## config.mk

```make
export PLATFORM = sky130hd
export DESIGN_NAME = neighbor_table_update_flat
export DESIGN_NICKNAME = d
export VERILOG_FILES = /design/src/rtl/neighbor_table_update_if.sv /design/src/rtl/neighbor_table_update.sv /design/src/flat_wrapper.sv
export SDC_FILE = /design/constraint.sdc
export NUM_CORES = 1
export LEC_CHECK = 0
export CAP_MARGIN = 10
export CORE_ASPECT_RATIO = 0.6
export CORE_MARGIN = 2
export CORE_UTILIZATION = 45
export DETAILED_ROUTE_END_ITERATION = 8
export GPL_ROUTABILITY_DRIVEN = 0
export PLACE_DENSITY = 0.78
export SLEW_MARGIN = 10
export SYNTH_ARGS = -nofsm -noshare
export SYNTH_HDL_FRONTEND = slang
export SYNTH_SLANG_ARGS = --single-unit
```

## constraint.sdc

```tcl
create_clock -name clock -period 5.3 [get_ports clock]
set_clock_uncertainty 0.2 [all_clocks]
set_input_delay 1.325 -clock clock [delete_from_list [all_inputs] [get_ports clock]]
set_output_delay 1.325 -clock clock [all_outputs]
set_load 0.005 [all_outputs]
```

## src/rtl/neighbor_table_update_if.sv

```systemverilog
// Advertisement handshake, routing-memory port and completion report of neighbor_table_update.
// The block owns the memory port while busy, so it takes the master side.
interface neighbor_table_update_if;
    logic        pkt_valid;
    logic        pkt_ready;
    logic [15:0] pkt_neighbor_id;
    logic [15:0] pkt_cluster_id;
    logic [15:0] pkt_battery;
    logic [15:0] pkt_qvalue;
    logic [10:0] mem_address;
    logic        mem_wr_en;
    logic [15:0] mem_data_in;
    logic [15:0] mem_data_out;
    logic        done;
    logic [1:0]  status;
    logic [5:0]  entry_index;

    modport master (
        input  pkt_valid, pkt_neighbor_id, pkt_cluster_id, pkt_battery, pkt_qvalue,
        input  mem_data_out,
        output pkt_ready, mem_address, mem_wr_en, mem_data_in,
        output done, status, entry_index
    );

    modport slave (
        output pkt_valid, pkt_neighbor_id, pkt_cluster_id, pkt_battery, pkt_qvalue,
        output mem_data_out,
        input  pkt_ready, mem_address, mem_wr_en, mem_data_in,
        input  done, status, entry_index
    );
endinterface

```

## src/rtl/neighbor_table_update.sv

```systemverilog
// Neighbour-table writer: searches the neighbour ID list for a received advertisement and
// either refreshes the matching entry or appends a new one, bumping neighborCount last.
module neighbor_table_update #(
    parameter int          MAX_NEIGHBORS = 64,
    parameter logic [10:0] NID_BASE      = 11'h048,
    parameter logic [10:0] CID_BASE      = 11'h0C8,
    parameter logic [10:0] BAT_BASE      = 11'h148,
    parameter logic [10:0] QV_BASE       = 11'h1C8,
    parameter logic [10:0] NCOUNT_ADDR   = 11'h68A
) (
    input logic                     clock,
    input logic                     reset,
    neighbor_table_update_if.master bus
);
    localparam int IDX_W = 6;
    localparam int CNT_W = IDX_W + 1;
    localparam logic [CNT_W-1:0] CNT_MAX = CNT_W'(MAX_NEIGHBORS);

    typedef enum logic [3:0] {
        IDLE, RD_COUNT, SEARCH, WR_NID, WR_CID, WR_BAT, WR_Q, WR_COUNT, DONE
    } state_t;

    state_t state, next_state;

    logic [15:0]      cap_id, cap_cid, cap_bat, cap_q;
    logic [CNT_W-1:0] cnt;
    logic [IDX_W-1:0] idx;
    logic             hit;
    logic [1:0]       status_r, next_status;
    logic [IDX_W-1:0] index_r, next_index;
    logic [CNT_W-1:0] rd_count;
    logic             id_match, last_entry, table_full;

    // A corrupted count word above capacity is treated as a full table.
    function automatic logic [CNT_W-1:0] clamp_count(input logic [15:0] raw);
        if (raw > 16'(MAX_NEIGHBORS)) return CNT_MAX;
        return raw[CNT_W-1:0];
    endfunction

    function automatic logic [10:0] entry_addr(input logic [10:0] base, input logic [IDX_W-1:0] i);
        return base + 11'({i, 1'b0});
    endfunction

    assign rd_count        = clamp_count(bus.mem_data_out);
    assign id_match        = (bus.mem_data_out == cap_id);
    assign last_entry      = ({1'b0, idx} == cnt - CNT_W'(1));
    assign table_full      = (cnt == CNT_MAX);
    assign bus.status      = status_r;
    assign bus.entry_index = index_r;

    always_ff @(posedge clock) begin
        if (reset) state <= IDLE;
        else       state <= next_state;
    end

    always_comb begin
        next_state      = state;
        next_status     = status_r;
        next_index      = index_r;
        bus.pkt_ready   = 1'b0;
        bus.mem_address = '0;
        bus.mem_wr_en   = 1'b0;
        bus.mem_data_in = '0;
        bus.done        = 1'b0;
        unique case (state)
            IDLE: begin
                bus.pkt_ready = 1'b1;
                if (bus.pkt_valid) next_state = RD_COUNT;
            end
            RD_COUNT: begin
                bus.mem_address = NCOUNT_ADDR;
                next_state      = (rd_count == '0) ? WR_NID : SEARCH;
            end
            SEARCH: begin
                bus.mem_address = entry_addr(NID_BASE, idx);
                if (id_match) begin
                    next_state = WR_CID;
                end else if (last_entry) begin
                    if (table_full) begin
                        next_state  = DONE;
                        next_status = 2'b11;
                        next_index  = '0;
                    end else begin
                        next_state = WR_NID;
                    end
                end
            end
            WR_NID: begin
                bus.mem_address = entry_addr(NID_BASE, idx);
                bus.mem_wr_en   = 1'b1;
                bus.mem_data_in = cap_id;
                next_state      = WR_CID;
            end
            WR_CID: begin
                bus.mem_address = entry_addr(CID_BASE, idx);
                bus.mem_wr_en   = 1'b1;
                bus.mem_data_in = cap_cid;
                next_state      = WR_BAT;
            end
            WR_BAT: begin
                bus.mem_address = entry_addr(BAT_BASE, idx);
                bus.mem_wr_en   = 1'b1;
                bus.mem_data_in = cap_bat;
                next_state      = WR_Q;
            end
            WR_Q: begin
                bus.mem_address = entry_addr(QV_BASE, idx);
                bus.mem_wr_en   = 1'b1;
                bus.mem_data_in = cap_q;
                if (hit) begin
                    next_state  = DONE;
                    next_status = 2'b01;
                    next_index  = idx;
                end else begin
                    next_state = WR_COUNT;
                end
            end
            // Count is written last so an aborted append never becomes visible.
            WR_COUNT: begin
                bus.mem_address = NCOUNT_ADDR;
                bus.mem_wr_en   = 1'b1;
                bus.mem_data_in = 16'(cnt) + 16'd1;
                next_state      = DONE;
                next_status     = 2'b10;
                next_index      = idx;
            end
            DONE: begin
                bus.done   = 1'b1;
                next_state = IDLE;
            end
            default: next_state = IDLE;
        endcase
    end

    always_ff @(posedge clock) begin
        if (reset) begin
            cap_id   <= '0;
            cap_cid  <= '0;
            cap_bat  <= '0;
            cap_q    <= '0;
            cnt      <= '0;
            idx      <= '0;
            hit      <= 1'b0;
            status_r <= 2'b00;
            index_r  <= '0;
        end else begin
            status_r <= next_status;
            index_r  <= next_index;
            case (state)
                IDLE: begin
                    if (bus.pkt_valid) begin
                        cap_id  <= bus.pkt_neighbor_id;
                        cap_cid <= bus.pkt_cluster_id;
                        cap_bat <= bus.pkt_battery;
                        cap_q   <= bus.pkt_qvalue;
                        hit     <= 1'b0;
                    end
                end
                RD_COUNT: begin
                    cnt <= rd_count;
                    idx <= '0;
                end
                // The first (lowest index) match stops the scan.
                SEARCH: begin
                    if (id_match) begin
                        hit <= 1'b1;
                    end else if (last_entry) begin
                        if (!table_full) idx <= cnt[IDX_W-1:0];
                    end else begin
                        idx <= idx + IDX_W'(1);
                    end
                end
                default: ;
            endcase
        end
    end
endmodule
```

## src/flat_wrapper.sv

```systemverilog
// flat-port wrapper written by rule: the top's interface ports become plain ports
module neighbor_table_update_flat 
#(
    parameter int          MAX_NEIGHBORS = 64,
    parameter logic [10:0] NID_BASE      = 11'h048,
    parameter logic [10:0] CID_BASE      = 11'h0C8,
    parameter logic [10:0] BAT_BASE      = 11'h148,
    parameter logic [10:0] QV_BASE       = 11'h1C8,
    parameter logic [10:0] NCOUNT_ADDR   = 11'h68A
)
  (clock, reset, bus_pkt_valid, bus_pkt_neighbor_id, bus_pkt_cluster_id, bus_pkt_battery, bus_pkt_qvalue, bus_mem_data_out, bus_pkt_ready, bus_mem_address, bus_mem_wr_en, bus_mem_data_in, bus_done, bus_status, bus_entry_index);
  neighbor_table_update_if bus_i ();
  input logic clock;
  input logic reset;
  input wire logic [$bits(bus_i.pkt_valid)-1:0] bus_pkt_valid;
  input wire logic [$bits(bus_i.pkt_neighbor_id)-1:0] bus_pkt_neighbor_id;
  input wire logic [$bits(bus_i.pkt_cluster_id)-1:0] bus_pkt_cluster_id;
  input wire logic [$bits(bus_i.pkt_battery)-1:0] bus_pkt_battery;
  input wire logic [$bits(bus_i.pkt_qvalue)-1:0] bus_pkt_qvalue;
  input wire logic [$bits(bus_i.mem_data_out)-1:0] bus_mem_data_out;
  output wire logic [$bits(bus_i.pkt_ready)-1:0] bus_pkt_ready;
  output wire logic [$bits(bus_i.mem_address)-1:0] bus_mem_address;
  output wire logic [$bits(bus_i.mem_wr_en)-1:0] bus_mem_wr_en;
  output wire logic [$bits(bus_i.mem_data_in)-1:0] bus_mem_data_in;
  output wire logic [$bits(bus_i.done)-1:0] bus_done;
  output wire logic [$bits(bus_i.status)-1:0] bus_status;
  output wire logic [$bits(bus_i.entry_index)-1:0] bus_entry_index;
  assign bus_i.pkt_valid = bus_pkt_valid;
  assign bus_i.pkt_neighbor_id = bus_pkt_neighbor_id;
  assign bus_i.pkt_cluster_id = bus_pkt_cluster_id;
  assign bus_i.pkt_battery = bus_pkt_battery;
  assign bus_i.pkt_qvalue = bus_pkt_qvalue;
  assign bus_i.mem_data_out = bus_mem_data_out;
  assign bus_pkt_ready = bus_i.pkt_ready;
  assign bus_mem_address = bus_i.mem_address;
  assign bus_mem_wr_en = bus_i.mem_wr_en;
  assign bus_mem_data_in = bus_i.mem_data_in;
  assign bus_done = bus_i.done;
  assign bus_status = bus_i.status;
  assign bus_entry_index = bus_i.entry_index;
  neighbor_table_update #(.MAX_NEIGHBORS(MAX_NEIGHBORS), .NID_BASE(NID_BASE), .CID_BASE(CID_BASE), .BAT_BASE(BAT_BASE), .QV_BASE(QV_BASE), .NCOUNT_ADDR(NCOUNT_ADDR)) u_core (.clock(clock), .reset(reset), .bus(bus_i));
endmodule
```

==> out/qor.yml <==
die:
  die_height_um: 82.1
  core.rowCount: 28
  num_io_pins: 121
  core_area_um2: 9880
  floorplan.initialDensity_pct: 46.3
  area_of_the_die_um2: 11000
  floorplan.die.width_um: 134
worst_setup_path:
  ws_path_type: "reg -> out"
  timing.critical_path.slowest_cell_delay_ns: 0.94
  setup.worst_path.end_class: "output pin"
  reg2reg_from: "u_core.cnt[0]"
  rr_endpoint: "u_core.bus.entry_index[5]"
  worst_r2r_path_depth: 8
  arrival_ns: 3.03
  critical_path_required_ns: 3.77
  path_max_fanout: 16
  worst_path_max_delay_cell: "nor2_1"
  cp_cell_sequence: "nand2b_1 > nor2_1 > a22oi_1 > o211ai_1 > clkdlybuf4s50_1"
  worst-r2r-setup-slack_ns: 2.39
  timing.critical_path.from_type: "register"
clocking:
  cts.clk_slew.worst_paths_ns: 0.07
  number_of_buffers_inserted_by_post_cts_setup_repair: 0
  clockRootBuffer: "clkbuf_16"
  cts_max_path_buffers: 2
  tritoncts.num_buffers: 9
  cts-hold-fix-buffers: 0
  clock_insertion_delay_worst_skew_ns: 0.35
  tritoncts: "built"
  clkSinkCount: 90
  cts_htree_levels: 3
  cts_resized: 0
hold_path:
  min_path_type: "reg -> reg"
  hold_path_end: "u_core.cap_bat[7]"
  min_delay_path_depth: 2
  worstHoldStart: "u_core.cap_bat[7]"
layout:
  nFillCells: 859
  antennaDiodeCount: 0
  syn_to_final_growth_pct: 31.7
  finish.utilization_pct: 61.0
  finalNetCount: 767
  stdcell_area_um2: 6020
  drive_gt1_share_pct: 4.53
sta:
  finalHoldViolCount: 0
  maxClockFrequency_ghz: 0.219
  tns_ns: 0
  final_max_slew_viols: 0
  setup_viol: 0
  post-route-period-util_pct: 86.0
  max-slew-margin-rel_pct: 19.1
  grt_setup_unrepaired: "false"
  finalWorstSetupSlack_ns: 0.743
  tightestPinTransition_ns: 1.21
  min_period_ns: 4.56
drt:
  final_antenna_net_count: 0
  top_layer_used: "met4"
  route.detailed.drc: 0
  detailroute.wirelength.met2_mm: 5.80
  dr.pass1.iters: 8
  routed_wirelength_mm: 14.7
  met3_wirelength_mm: 1.90
  routed_via_density: 5.65
  via_count_of_the_routed_design: 4630
  route.detailed.wl_per_inst_um: 17.9
  met1Wirelength_mm: 6.79
  dr.first_iter.drc_count: 601
synth:
  synth.top_cells.by_area: "dfxtp_1 (39%), nand2_1 (13%), a21oi_1 (7.8%)"
  postSynthRegisterBits: 90
  synthesis.area_um2: 4570
  synthDominantCellAreaShare_pct: 39.4
  synth_cells: 592
  synthMostInstantiatedCell: "nand2_1"
  synth_edf_count: 0
  netlist_top_cells_count: "nand2_1 (164), dfxtp_1 (90), a21oi_1 (71)"
  synth_top_flop_cell: "dfxtp_1"
  syn-mean-instance-area_um2: 7.73
  yosys_warns: 0
  synth.yosys.seq_area_share_pct: 39.4
  synthDistinctLibCells: 48
  netlist.top_cell.by_area: "dfxtp_1"
  async_flop_share_pct: 0
  postSynthNetCount: 680
placement:
  dpl_worst_slack_ns: 1.13
  hpwlAfterDp_mm: 10.9
  place.port_buffers: 119
  post_place_cell_area_um2: 5740
job:
  max_cap_check_violation_count: 0
global_routing:
  number_of_global_route_vias_before_repair: 4155
  grt_pass1_wl_mm: 22.6
  global_route.usage.total_pct: 27.0
  grt_max_degree: 66
  antenna_found_initial: 0
  grt_overflow: 0
power:
  worst_ir_drop_on_vdd_uv: 188
  design_power_total_uw: 2230
  total_power_density_per_cell_area_nw_per_um2: 370
  cellLeakagePower_uw: 0.00227
run_status:
  run_status: "completed"
==> stage by stage <==
stage | instances | hold slack [ns]
2_1_floorplan | 592 | 0.236
3_3_place_gp | 803 | 0.243
3_5_place_dp | 803 | 0.249
4_1_cts | 819 | 0.258
5_1_grt | 819 | 0.282
6_report | 819 | 0.257
==> how the worst max path moves through the flow <==
| stage | slack (ns) | depth (start not counted) | startpoint | to |
|---|---|---|---|---|
| finish | 0.74 | 5 | u_core.state[0] | bus_mem_data_in[4] |
| detailed placement | 1.13 | 5 | u_core.state[0] | bus_mem_data_in[4] |
| floorplan | 2.19 | 6 | u_core.state[2] | bus_mem_data_in[10] |
| global route | 0.52 | 5 | u_core.state[0] | bus_mem_data_in[2] |
| CTS | 0.77 | 5 | u_core.state[0] | bus_mem_data_in[4] |
| global placement | 1.31 | 5 | u_core.state[0] | bus_mem_data_in[4] |
==> flip-flops by register name (all words and copies together) (netlist names) <==
signal / count
u_core.cap_id: 16
u_core.bus.status: 2
u_core.cap_bat: 16
u_core.bus.entry_index: 6
u_core.cnt: 7
u_core.cap_q: 16
u_core.state: 4
u_core.idx: 6
u_core.cap_cid: 16
u_core.hit: 1
==> cell usage in the layout, fill, tap and decap left out, types with 2 or more instances in the layout <==
cell             synthesis  final
nand2_1                164    163
clkdlybuf4s50_1          0    118
dfxtp_1                 90     90
a21oi_1                 71     71
a22oi_1                 36     36
nor2_1                  27     27
xor2_1                  26     26
nand3_1                 15     15
nor3_1                  13     12
mux2i_1                 10     10
xnor2_1                  9      9
clkbuf_16                0      9
o211ai_1                 7      7
o21ai_0                  7      7
inv_1                    7      7
nor4_1                   7      7
and2_1                   7      6
ha_1                     5      5
and3_1                   4      4
o22ai_1                  4      4
nor2b_1                  3      3
nand2b_1                 3      3
a222oi_1                 3      3
buf_4                    1      3
a211oi_1                 2      2
nand4_1                  2      2
nand3b_1                 2      2
a211oi_2                 2      2
or2_1                    2      2
or3_1                    2      2
clkinvlp_4               0      2
inv_6                    0      2
==> kinds of logic (layout without fill, tap and decap cells) <==
family | Yosys count | in the layout | synth area share [%]
other cells | 1 | 1 | 0.0820
fa+ha+maj | 5 | 5 | 1.37
compound gates | 141 | 141 | 19.7
mux | 10 | 10 | 2.19
simple gates | 257 | 257 | 25.0
flops | 90 | 90 | 39.4
xor+xnor | 35 | 35 | 6.70
buf+inv | 53 | 145 | 5.50
==> power breakdown <==
part	internal, uW	switching [uW]
Combinational	284	398
Sequential	791	142
Clock	325	290
==> layout make-up <==
class / instances / area (um^2) / share of cell area, %
Clock buffer: 9 / 225 / 3.74
Inverter: 7 / 26.3 / 0.436
Sequential cell: 90 / 1800 / 29.9
Tap cell: 135 / 169 / 2.80
Multi-Input combinational cell: 449 / 2530 / 42.0
Timing Repair Buffer: 122 / 1210 / 20.1
Clock inverter: 7 / 62.6 / 1.04
==> routing by layer <==
| layer | vias to the layer above | GRT usage (%) |
|---|---|---|
| met5 | - | 0 |
| met4 | 0 | 7.05 |
| met3 | 17 | 8.79 |
| met2 | 258 | 37.1 |
| met1 | 2147 | 40.0 |
| li1 | 2208 | - |
==> critical path, delay by kind of cell, from the launching register on <==
family	cells	cell delay (ns)
flops	1	0.64
compound gates	2	0.39
buf+inv	1	0.53
simple gates	2	1.12
No activity file was read; power rests on OpenSTA's default activity.
